File: src/rtl/unidad_riesgos.sv
// unidad_riesgos: RAW hazard / stall controller beside the decode stage.
// Tracks EX/MEM/WB destinations, stalls IF/ID and bubbles EX on conflicts.
// Optional macro RIESGOS_FWD_EN enables EX operand forwarding selects.
// Ports:
//   clk, reset            clock, synchronous active-high reset
//   id_*                  decoded ID instruction (valid, sources, dest, kind)
//   flush                 PC redirect, ID instruction discarded
//   stall, bubble         combinational pipeline controls
//   ex_fwd_a/b/s          registered EX operand selects (00 RF, 01 MEM, 10 WB)
//   stall_count           saturating count of stall cycles since reset
module unidad_riesgos #(
    parameter int REG_ADDR_W = 4,
    parameter int CNT_W      = 16
) (
    input  logic                  clk,
    input  logic                  reset,
    input  logic                  id_valid,
    input  logic                  id_rdv,
    input  logic                  id_rds,
    input  logic [REG_ADDR_W-1:0] id_srcv_a,
    input  logic [REG_ADDR_W-1:0] id_srcv_b,
    input  logic [REG_ADDR_W-1:0] id_srcs,
    input  logic [REG_ADDR_W-1:0] id_dst,
    input  logic                  id_wrv,
    input  logic                  id_wrs,
    input  logic                  id_load,
    input  logic                  flush,
    output logic                  stall,
    output logic                  bubble,
    output logic [1:0]            ex_fwd_a,
    output logic [1:0]            ex_fwd_b,
    output logic [1:0]            ex_fwd_s,
    output logic [CNT_W-1:0]      stall_count
);

`ifdef RIESGOS_FWD_EN
    localparam bit FWD_EN = 1'b1;
`else
    localparam bit FWD_EN = 1'b0;
`endif

    typedef struct packed {
        logic                  valid;
        logic                  is_vec;
        logic                  is_scl;
        logic [REG_ADDR_W-1:0] dst;
        logic                  is_load;
    } entry_t;

    entry_t ex_q, ex_d;
    entry_t mem_q, mem_d;
    entry_t wb_q, wb_d;

    logic [1:0]       fwd_a_q, fwd_a_d;
    logic [1:0]       fwd_b_q, fwd_b_d;
    logic [1:0]       fwd_s_q, fwd_s_d;
    logic [CNT_W-1:0] cnt_q, cnt_d;

    function automatic logic hit_v(entry_t e, logic rd, logic [REG_ADDR_W-1:0] src);
        return rd & e.valid & e.is_vec & (src == e.dst);
    endfunction

    function automatic logic hit_s(entry_t e, logic rd, logic [REG_ADDR_W-1:0] src);
        return rd & e.valid & e.is_scl & (src == e.dst);
    endfunction

    // Youngest producer wins. A WB producer needs no bypass because the
    // register file writes through to the same-cycle ID read.
    function automatic logic [1:0] pick(logic h_ex, logic h_mem, logic h_wb);
        logic [1:0] sel;
        sel = 2'b00;
        if (h_ex) begin
            sel = 2'b01;
        end else if (h_mem) begin
            sel = 2'b10;
        end else if (h_wb) begin
            sel = 2'b00;
        end
        return sel;
    endfunction

    logic ex_a, ex_b, ex_s;
    logic mem_a, mem_b, mem_s;
    logic wb_a, wb_b, wb_s;
    logic ex_hit, mem_hit, load_hit, raw, advance;

    always_comb begin
        ex_a  = hit_v(ex_q, id_rdv, id_srcv_a);
        ex_b  = hit_v(ex_q, id_rdv, id_srcv_b);
        ex_s  = hit_s(ex_q, id_rds, id_srcs);
        mem_a = hit_v(mem_q, id_rdv, id_srcv_a);
        mem_b = hit_v(mem_q, id_rdv, id_srcv_b);
        mem_s = hit_s(mem_q, id_rds, id_srcs);
        wb_a  = hit_v(wb_q, id_rdv, id_srcv_a);
        wb_b  = hit_v(wb_q, id_rdv, id_srcv_b);
        wb_s  = hit_s(wb_q, id_rds, id_srcs);

        ex_hit   = ex_a | ex_b | ex_s;
        mem_hit  = mem_a | mem_b | mem_s;
        // Load data only exists after MEM, so an EX load cannot be bypassed.
        load_hit = ex_hit & ex_q.is_load;
        raw      = FWD_EN ? load_hit : (ex_hit | mem_hit);

        stall   = id_valid & ~flush & raw;
        bubble  = stall | flush | ~id_valid;
        advance = id_valid & ~stall & ~flush;
    end

    always_comb begin
        ex_d    = '0;
        fwd_a_d = 2'b00;
        fwd_b_d = 2'b00;
        fwd_s_d = 2'b00;
        if (advance) begin
            ex_d.valid   = 1'b1;
            ex_d.is_vec  = id_wrv;
            ex_d.is_scl  = id_wrs;
            ex_d.dst     = id_dst;
            ex_d.is_load = id_load & id_wrv;
            if (FWD_EN) begin
                fwd_a_d = pick(ex_a, mem_a, wb_a);
                fwd_b_d = pick(ex_b, mem_b, wb_b);
                fwd_s_d = pick(ex_s, mem_s, wb_s);
            end
        end
        mem_d = ex_q;
        wb_d  = mem_q;
        cnt_d = cnt_q;
        if (stall && (cnt_q != '1)) begin
            cnt_d = cnt_q + 1'b1;
        end
    end

    always_ff @(posedge clk) begin
        if (reset) begin
            ex_q    <= '0;
            mem_q   <= '0;
            wb_q    <= '0;
            fwd_a_q <= 2'b00;
            fwd_b_q <= 2'b00;
            fwd_s_q <= 2'b00;
            cnt_q   <= '0;
        end else begin
            ex_q    <= ex_d;
            mem_q   <= mem_d;
            wb_q    <= wb_d;
            fwd_a_q <= fwd_a_d;
            fwd_b_q <= fwd_b_d;
            fwd_s_q <= fwd_s_d;
            cnt_q   <= cnt_d;
        end
    end

    assign ex_fwd_a    = fwd_a_q;
    assign ex_fwd_b    = fwd_b_q;
    assign ex_fwd_s    = fwd_s_q;
    assign stall_count = cnt_q;

endmodule

File: config.mk
export PLATFORM = sky130hd
export DESIGN_NAME = unidad_riesgos
export DESIGN_NICKNAME = d
export VERILOG_FILES = /design/src/rtl/unidad_riesgos.sv
export SDC_FILE = /design/constraint.sdc
export NUM_CORES = 1
export LEC_CHECK = 0
export BUFFER_PORTS_ARGS = -buffer_cell sky130_fd_sc_hd__buf_4
export CORE_ASPECT_RATIO = 1.75
export CORE_MARGIN = 4
export CORE_UTILIZATION = 51
export DETAILED_ROUTE_END_ITERATION = 12
export PLACE_DENSITY = 0.79
export SYNTH_ARGS = -nofsm -noshare
export SYNTH_HDL_FRONTEND = slang
export SYNTH_SLANG_ARGS = --single-unit
File: constraint.sdc
create_clock -name clk -period 2.6 [get_ports clk]
set_clock_uncertainty 0.05 [all_clocks]
set_input_delay 0 -clock clk [delete_from_list [all_inputs] [get_ports clk]]
set_output_delay 0 -clock clk [all_outputs]
set_load 0.02 [all_outputs]
==> implementation parameters, run 1 <==
Parameter                              Value

Routing
  Wirelength, routed    3970 µm
  Ratio of routed vias to standard cells    about 5.3
  Via count of the routed design    ~1,400
  Average detailed-routed wire length per instance    14.6 µm
  DRT iter0 DRCs    16
  Drt first pass iters    4
  Count of antenna-violating nets left after detailed routing    0
  DRC violation count after routing    0

Yosys
  Area fraction in compound gates after synthesis    7.81%
  Synthesis-stage register bit count    30
  Sequential-to-total area share from yosys stat    35.3%
  Fraction of the mapped netlist area in adder cells    0.736%
  Cell area after synthesis    1700 µm²
  Simple-gate share of the synthesized area    32.8%
  Count of distinct cell types in the synthesized netlist    42
  Cell accounting for the most synthesized area    sky130_fd_sc_hd__dfxtp_1
  Multiplexer share of the synthesized area    4.64%
  Cell count after synthesis    181
  Synthesized area per cell    between 9 and 10 µm²
  Dominant cells by area after synthesis    sky130_fd_sc_hd__dfxtp_1 (35%), sky130_fd_sc_hd__xnor2_1 (9.3%), sky130_fd_sc_hd__nor2b_1 (5.2%), sky130_fd_sc_hd__nand4_1 (3.3%), sky130_fd_sc_hd__buf_4 (3.1%)
  Main combinational cell family by area after synthesis    simple AND/OR/NAND/NOR gates
  Xor and xnor area share after synthesis    12.4%
  Total of warnings raised by yosys    0
  Fraction of synthesized cell area taken by the top area cell type    35.3%

Timing
  Sum of negative setup slack    0 ns
  Fraction of the cycle the final worst path needs    87.1%
  Number of max-slew violations in the final report    0
  RSZ-0062 raised after global routing    no
  Maximum clock frequency    ~0.44 GHz
  Number of hold violations in the final report    0
  Final setup vio count    0
  Time the worst path needs with I/O delays and setup    2.27 ns

Final layout
  Post-Layout Cell Count    around 270
  Most frequent cells in the layout    sky130_fd_sc_hd__buf_4 (42), sky130_fd_sc_hd__dfxtp_1 (30), sky130_fd_sc_hd__xnor2_1 (18)
  Post-route design area    2170 µm²
  Number of inserted filler cells in the final layout    292
  Most frequent standard cell in the layout excluding fill and tap cells    sky130_fd_sc_hd__buf_4
  Area delta synth->final    27.7%
  Final cell utilization of the core    68.3%
  Number of antenna repair diodes    0
  Final net count    254
  Ratio of cells with drive above 1 in the final layout    28.8%

Pwr
  Leakage component of the power    0.813 nW
  Peak VDD IR    just over 0.0004 V
  Power per standard cell area    462 nW/µm²

Floorplan
  Full die area    roughly 4400 µm²
  Number of top-level pins    49
  Placeable core area    approximately 3200 µm²
  Std-Cell Rows    27
  Width of the chip    51.6 µm
  Starting utilization of the core area    53.5%
  Height of the chip    about 84 µm

Setup path
  Critical path cell sequence    xnor2_1, nand4_1, nor4_2, nor4_4, buf_4, or4_1, a221oi_2
  WP data arrival    between 2 and 2.5 ns
  Worst setup path startpoint    ex_q[2]
  CP Capture Type    register
  Cell class contributing the biggest share of worst-path delay    simple AND/OR/NAND/NOR gates
  Worst path max stage delay    between 0.5 and 0.6 ns
  Worst Setup Path Type    register to register
  Library cell contributing the largest single delay on the critical path    sky130_fd_sc_hd__or4_1
  Startpoint type of the worst setup path    register
  Critical Path RT    2.74 ns
  CP bufs+invs    1
  Worst reg2reg path startpoint    ex_q[2]
  Biggest fanout along the worst timing path    26

Clock network
  Clock-pin slew of the registers on the worst-case setup and hold paths    approximately 0.060 ns
  CTS tree    yes
  Skew-Pair Late Insertion Delay    0.27 ns
  TritonCTS Buffers    5
  Clock sinks    30
  Clock Tree Root    sky130_fd_sc_hd__clkbuf_8
  Total number of H-tree levels    2
  Number of buffers added for setup after CTS    0
  Bufs on Longest Clock Path    2

Placement
  Gp weighted congestion    between 0.8 and 0.9
  DP Cell Count    258
  Count of buffers inserted at the top-level ports    41
  Placed wire-length estimate after detailed placement    about 2900 µm
  Area post-placement    2000 µm²

Global routing
  Number of antenna violations at the first check in global routing    0
  Total overflow reported by the global router    0
  Global-route usage over all layers    slightly below 20%
  Met1 Usage GRT    21.2%
  Largest net degree at the start of global routing    31
  Via count of the first global-routing pass    1,424
  Most heavily used metal layer in global routing    met2
  First-pass GRT wire length    approximately 6500 µm
  Met3 Track Usage GR    under 10%
  Met2 global-route usage    36.0%

Worst hold path
  Kind of path behind the tightest hold check    primary input to register
  HP Start    reset

Status
  Result of the run    complete, no violations

Run
  Max_cap viols    0
-- power by group --
group	internal (W)	total [W]	switching [W]
Clock	0.000267	0.000432	0.000165
Combinational	0.0000506	0.0000999	0.0000493
Sequential	0.000465	0.000470	0.00000503
Total	0.000782	0.00100	0.000219
-- worst reg2reg max path, stage by stage (launching register included) --
cell                       delay (ns)
sky130_fd_sc_hd__dfxtp_1         0.40
sky130_fd_sc_hd__xnor2_1         0.15
sky130_fd_sc_hd__nand4_1         0.17
sky130_fd_sc_hd__nor4_2          0.29
sky130_fd_sc_hd__nor4_4          0.08
sky130_fd_sc_hd__buf_4           0.23
sky130_fd_sc_hd__or4_1           0.55
sky130_fd_sc_hd__a221oi_2        0.27
-- sequential cells by signal, summed over array words and instances (netlist names) --
signal,cells
ex_q,7
stall_count,16
mem_q,7
-- layout make-up --
| type | count | area (µm²) | share of cell area, % |
|---|---|---|---|
| tap | 43 | 53.8 | 2.48 |
| inverter | 4 | 15.0 | 0.692 |
| sequential | 30 | 601 | 27.7 |
| timing repair buffer | 48 | 375 | 17.3 |
| multi-input combinational | 139 | 1010 | 46.8 |
| clock buffer | 8 | 110 | 5.07 |
-- repair_timing --
item | CTS | global route
resized for setup | 0 | 0
hold buffers | 6 | 0
endpoints found under the hold margin | 6 | 0
endpoints found under the setup margin | 0 | 0
-- metal layers --
layer | routed length (µm) | up-vias
met5 | 0 | -
met4 | 23 | 0
met3 | 162 | 2
met2 | 2240 | 40
met1 | 1550 | 669
li1 | - | 727
-- cells by family after synthesis --
family / count (synthesis)
multiplexers: 6
AO/OA/AOI/OAI: 20
buffers and inverters: 17
adder cells (fa/ha/maj): 1
XOR/XNOR: 24
flip-flops: 30
other: 1
AND/OR/NAND/NOR: 82
-- metrics by stage --
stage | hold slack (ns) | worst slack (ns) | total power [W]
after floorplan | 0.0457 | 0.456 | 0.000539
after global placement | 0.153 | 0.402 | 0.000569
after detailed placement | 0.156 | 0.343 | 0.000571
after CTS | 0.0600 | 0.309 | 0.00102
after global routing | 0.0726 | 0.225 | 0.00105
final | 0.0657 | 0.335 | 0.00100
-- path summary, 6_finish.rpt --
| path | end | slack, ns | cells after the start |
|---|---|---|---|
| max | stall_count[12] | 0.33 | 7 |
| min | mem_q[6] | 0.07 | 2 |
| min reg2reg | mem_q[6] | 0.41 | 1 |
| max reg2reg | stall_count[12] | 0.33 | 7 |
-- Yosys cell counts (all sizes together) --
library cell  instances
a211oi                1
a21oi                 9
a221oi                2
and2                  6
and3                  2
and4                  4
buf                   9
clkbuf                4
conb                  1
dfxtp                30
ha                    1
inv                   4
mux2                  6
nand2                 6
nand2b                1
nand3                10
nand4                 9
nor2                  7
nor2b                14
nor3                  7
nor3b                 2
nor4                  4
o21ai                 2
o31a                  1
o31ai                 5
or3                   1
or3b                  1
or4                   8
xnor2                18
xor2                  6
Note: power is estimated with default switching activity, not from simulation.
==> run 2, diff against run 1 <==
--- a/config.mk
+++ b/config.mk
@@ -5,10 +5,11 @@
 export SDC_FILE = /design/constraint.sdc
 export NUM_CORES = 1
 export LEC_CHECK = 0
+export ABC_AREA = 1
 export BUFFER_PORTS_ARGS = -buffer_cell sky130_fd_sc_hd__buf_4
 export CORE_ASPECT_RATIO = 1.75
 export CORE_MARGIN = 4
-export CORE_UTILIZATION = 51
+export CORE_UTILIZATION = 53
 export DETAILED_ROUTE_END_ITERATION = 12
 export PLACE_DENSITY = 0.79
 export SYNTH_ARGS = -nofsm -noshare
==> run 2 against run 1 <==
- critical path depth is 4 higher
- largest power group unchanged
- area after synthesis is 17% higher
- non-clock buffer count is 1 higher
- power is 3.0% lower
- sequential power hardly changed
- highest routed layer unchanged
- sequential cell count stayed put
- combinational power is 18% higher
- first-iteration DRC count grew to 2.5 times the previous value
- cell area is 13% higher
- die area is 11% higher
- register-to-register slack better by 0.50 ns
- largest cell class unchanged
==> implementation parameters, run 2 <==
Parameter                              Value

Setup path
  Worst setup path startpoint    mem_q[2]
  Startpoint type of the worst setup path    register
  Critical path cell sequence    inv_2, nand2_1, nand2_1, nor2_1, nand2_1, nand2_1, nand2_1, nand3_4, nand2_1, nand3_1, buf_4
  Worst reg2reg path startpoint    stall_count[0]
  Library cell contributing the largest single delay on the critical path    sky130_fd_sc_hd__dfxtp_1
  CP Capture Type    output pin
  Biggest fanout along the worst timing path    26
  Critical Path RT    2.55 ns
  Worst path max stage delay    0.40 ns
  Worst Setup Path Type    register to output pin
  Critical path's most frequent cell    sky130_fd_sc_hd__nand2_1
  Worst setup slack for register-to-register paths    between 0.8 and 0.9 ns
  End of the worst register-to-register path    stall_count[11]
  WP data arrival    1.87 ns
  Worst R2R Path Depth    10

Yosys
  Count of distinct cell types in the synthesized netlist    22
  Post-synth top flop    sky130_fd_sc_hd__dfxtp_1
  Top post-synthesis cells by count    sky130_fd_sc_hd__nand2_1 (121), sky130_fd_sc_hd__inv_1 (55), sky130_fd_sc_hd__nor2_1 (53)
  Cell accounting for the most synthesized area    sky130_fd_sc_hd__dfxtp_1
  Cell area after synthesis    about 2000 µm²
  Most common cell in the netlist    sky130_fd_sc_hd__nand2_1
  Cell count after synthesis    337
  Share of synthesized flip-flops with an asynchronous set or reset    0%
  Sequential-to-total area share from yosys stat    30.3%
  Dominant cells by area after synthesis    sky130_fd_sc_hd__dfxtp_1 (30%), sky130_fd_sc_hd__nand2_1 (23%), sky130_fd_sc_hd__inv_1 (10%), sky130_fd_sc_hd__nor2_1 (10%), sky130_fd_sc_hd__nand3_1 (5.3%)
  Synthesized area per cell    5.88 µm²
  Number of flops mapped to enable cells by yosys    0
  Total of warnings raised by yosys    0
  Fraction of synthesized cell area taken by the top area cell type    30.3%
  Synthesis-stage register bit count    30

Timing
  RSZ-0062 raised after global routing    no
  Number of max-slew violations in the final report    0
  Fraction of the cycle the final worst path needs    73.9%
  Worst hold slack after final layout    0.00884 ns
  Time the worst path needs with I/O delays and setup    just under 2 ns
  Maximum clock frequency    roughly 0.52 GHz
  Sum of negative setup slack    0 ns
  Final setup vio count    0
  Number of hold violations in the final report    0

Run
  Max_cap viols    0

Final layout
  Final net count    between 400 and 500
  Most frequent standard cell in the layout excluding fill and tap cells    sky130_fd_sc_hd__nand2_1
  Most frequent cells in the layout    sky130_fd_sc_hd__nand2_1 (121), sky130_fd_sc_hd__inv_1 (55), sky130_fd_sc_hd__nor2_1 (53)
  Post-Layout Cell Count    433
  Ratio of cells with drive above 1 in the final layout    17.6%
  Number of flip-flops under the largest register name    16
  Number of antenna repair diodes    0
  Post-route design area    2450 µm²
  Area delta synth->final    23.5%
  Number of inserted filler cells in the final layout    366

Routing
  Average detailed-routed wire length per instance    10.2 µm
  Wirelength, routed    4430 µm
  DRC violation count after routing    0
  DRT iter0 DRCs    40
  Detailed route wirelength on metal3    159 µm
  Ratio of routed vias to standard cells    4.75
  Total met2 wirelength after detailed routing    2470 µm
  Top layer used by detailed routing    met4
  Drt first pass iters    5
  Count of antenna-violating nets left after detailed routing    0
  Via count of the routed design    between 2,000 and 2,500
  Met1 WL    approximately 1700 µm

Clock network
  Clock sinks    30
  Number of buffers added for setup after CTS    0
  Clock-pin slew of the registers on the worst-case setup and hold paths    0.06 ns
  Total number of H-tree levels    2
  CTS tree    yes
  Skew-Pair Late Insertion Delay    approximately 0.28 ns
  Clock Tree Root    sky130_fd_sc_hd__clkbuf_8
  Bufs on Longest Clock Path    2
  TritonCTS Buffers    5

Floorplan
  Placeable core area    3630 µm²
  Starting utilization of the core area    54.6%
  Full die area    4820 µm²
  Std-Cell Rows    29
  Number of top-level pins    49
  Width of the chip    54.2 µm
  Height of the chip    88.9 µm

Placement
  DP Cell Count    418
  Count of buffers inserted at the top-level ports    41
  Placed wire-length estimate after detailed placement    3420 µm
  Area post-placement    approximately 2300 µm²
  Gp weighted congestion    0.898

Status
  Result of the run    complete, no violations

Pwr
  Total power of the final layout    0.000972 W
  Peak VDD IR    0.000439 V
  Power per standard cell area    397 nW/µm²
  Leakage component of the power    about 1.3 nW

Global routing
  Largest net degree at the start of global routing    27
  Total overflow reported by the global router    0
  Global-route usage over all layers    20.7%
  Number of antenna violations at the first check in global routing    0
  Via count of the first global-routing pass    between 1,500 and 2,000
  First-pass GRT wire length    7450 µm

Worst hold path
  Hold Path Sink    ex_q[3]
  Kind of path behind the tightest hold check    primary input to register
  Number of stages on the worst hold path    3
  HP Start    id_valid
## run 2: changes by cell type after synthesis, sizes merged, moves of 13 or more
| cell | change |
|---|---|
| nor2 | +51 |
| xnor2 | -15 |
| nand2 | +116 |
| nand3 | +13 |
| nor2b | -14 |
| inv | +59 |
## run 2: where the power goes
| part | switching, W | total [W] | internal, W |
|---|---|---|---|
| Clock | 0.000172 | 0.000385 | 0.000213 |
| Sequential | 0.00000430 | 0.000469 | 0.000465 |
| Combinational | 0.0000655 | 0.000118 | 0.0000523 |
| Total | 0.000242 | 0.000972 | 0.000730 |
## run 2: cell families after synthesis
logic type,after synthesis,share of synthesized area (%)
DFF,30,30.3
and+or+nand+nor,224,50.2
adders and majority gates,1,0.631
xor gates and xnor gates,5,2.21
buffers and inverters,76,16.5
other,1,0.189
## run 2: how the worst max path moves through the flow
stage	to	slack [ns]	cells after the start
3_5_place_dp	stall_count[11]	0.84	10
6_report	bubble	0.68	11
3_3_place_gp	stall_count[13]	0.86	10
5_1_grt	bubble	0.45	11
4_1_cts	bubble	0.65	11
2_1_floorplan	stall_count[13]	0.90	10
## run 2: layer usage
metal / up-vias / global-route usage, %
met5: - / 0
met4: 0 / 10.2
met3: 10 / 4.67
met2: 38 / 39.6
met1: 906 / 19.2
li1: 1103 / -
## run 2: what timing repair did
| action | in CTS | in global routing |
|---|---|---|
| gates resized for setup | 0 | 0 |
| setup endpoints to repair | 0 | 0 |
| hold buffers | 7 | 0 |
| hold endpoints to repair | 17 | 0 |
## run 2: worst max-delay path: cells and delay by family (launching register included)
| family | cells | cell delay [ns] |
|---|---|---|
| simple gates | 9 | 0.97 |
| flops | 1 | 0.40 |
| buf+inv | 2 | 0.20 |
## run 2: area by class of cell
class                           instances  area, µm²  share of cell area, %
Clock buffer                            7       86.3                   3.53
Clock inverter                          1       5.00                  0.204
Inverter                               64        240                   9.81
Multi-Input combinational cell        236       1070                   43.8
Sequential cell                        30        601                   24.5
Tap cell                               46       57.6                   2.35
Timing Repair Buffer                   49        385                   15.7
## run 2: metrics by stage
stage          utilization [%]  worst slack [ns]
2_1_floorplan                -             0.898
3_3_place_gp              63.0             0.860
3_5_place_dp              63.0             0.838
4_1_cts                   67.5             0.652
5_1_grt                   67.5             0.448
6_report                  67.5             0.677
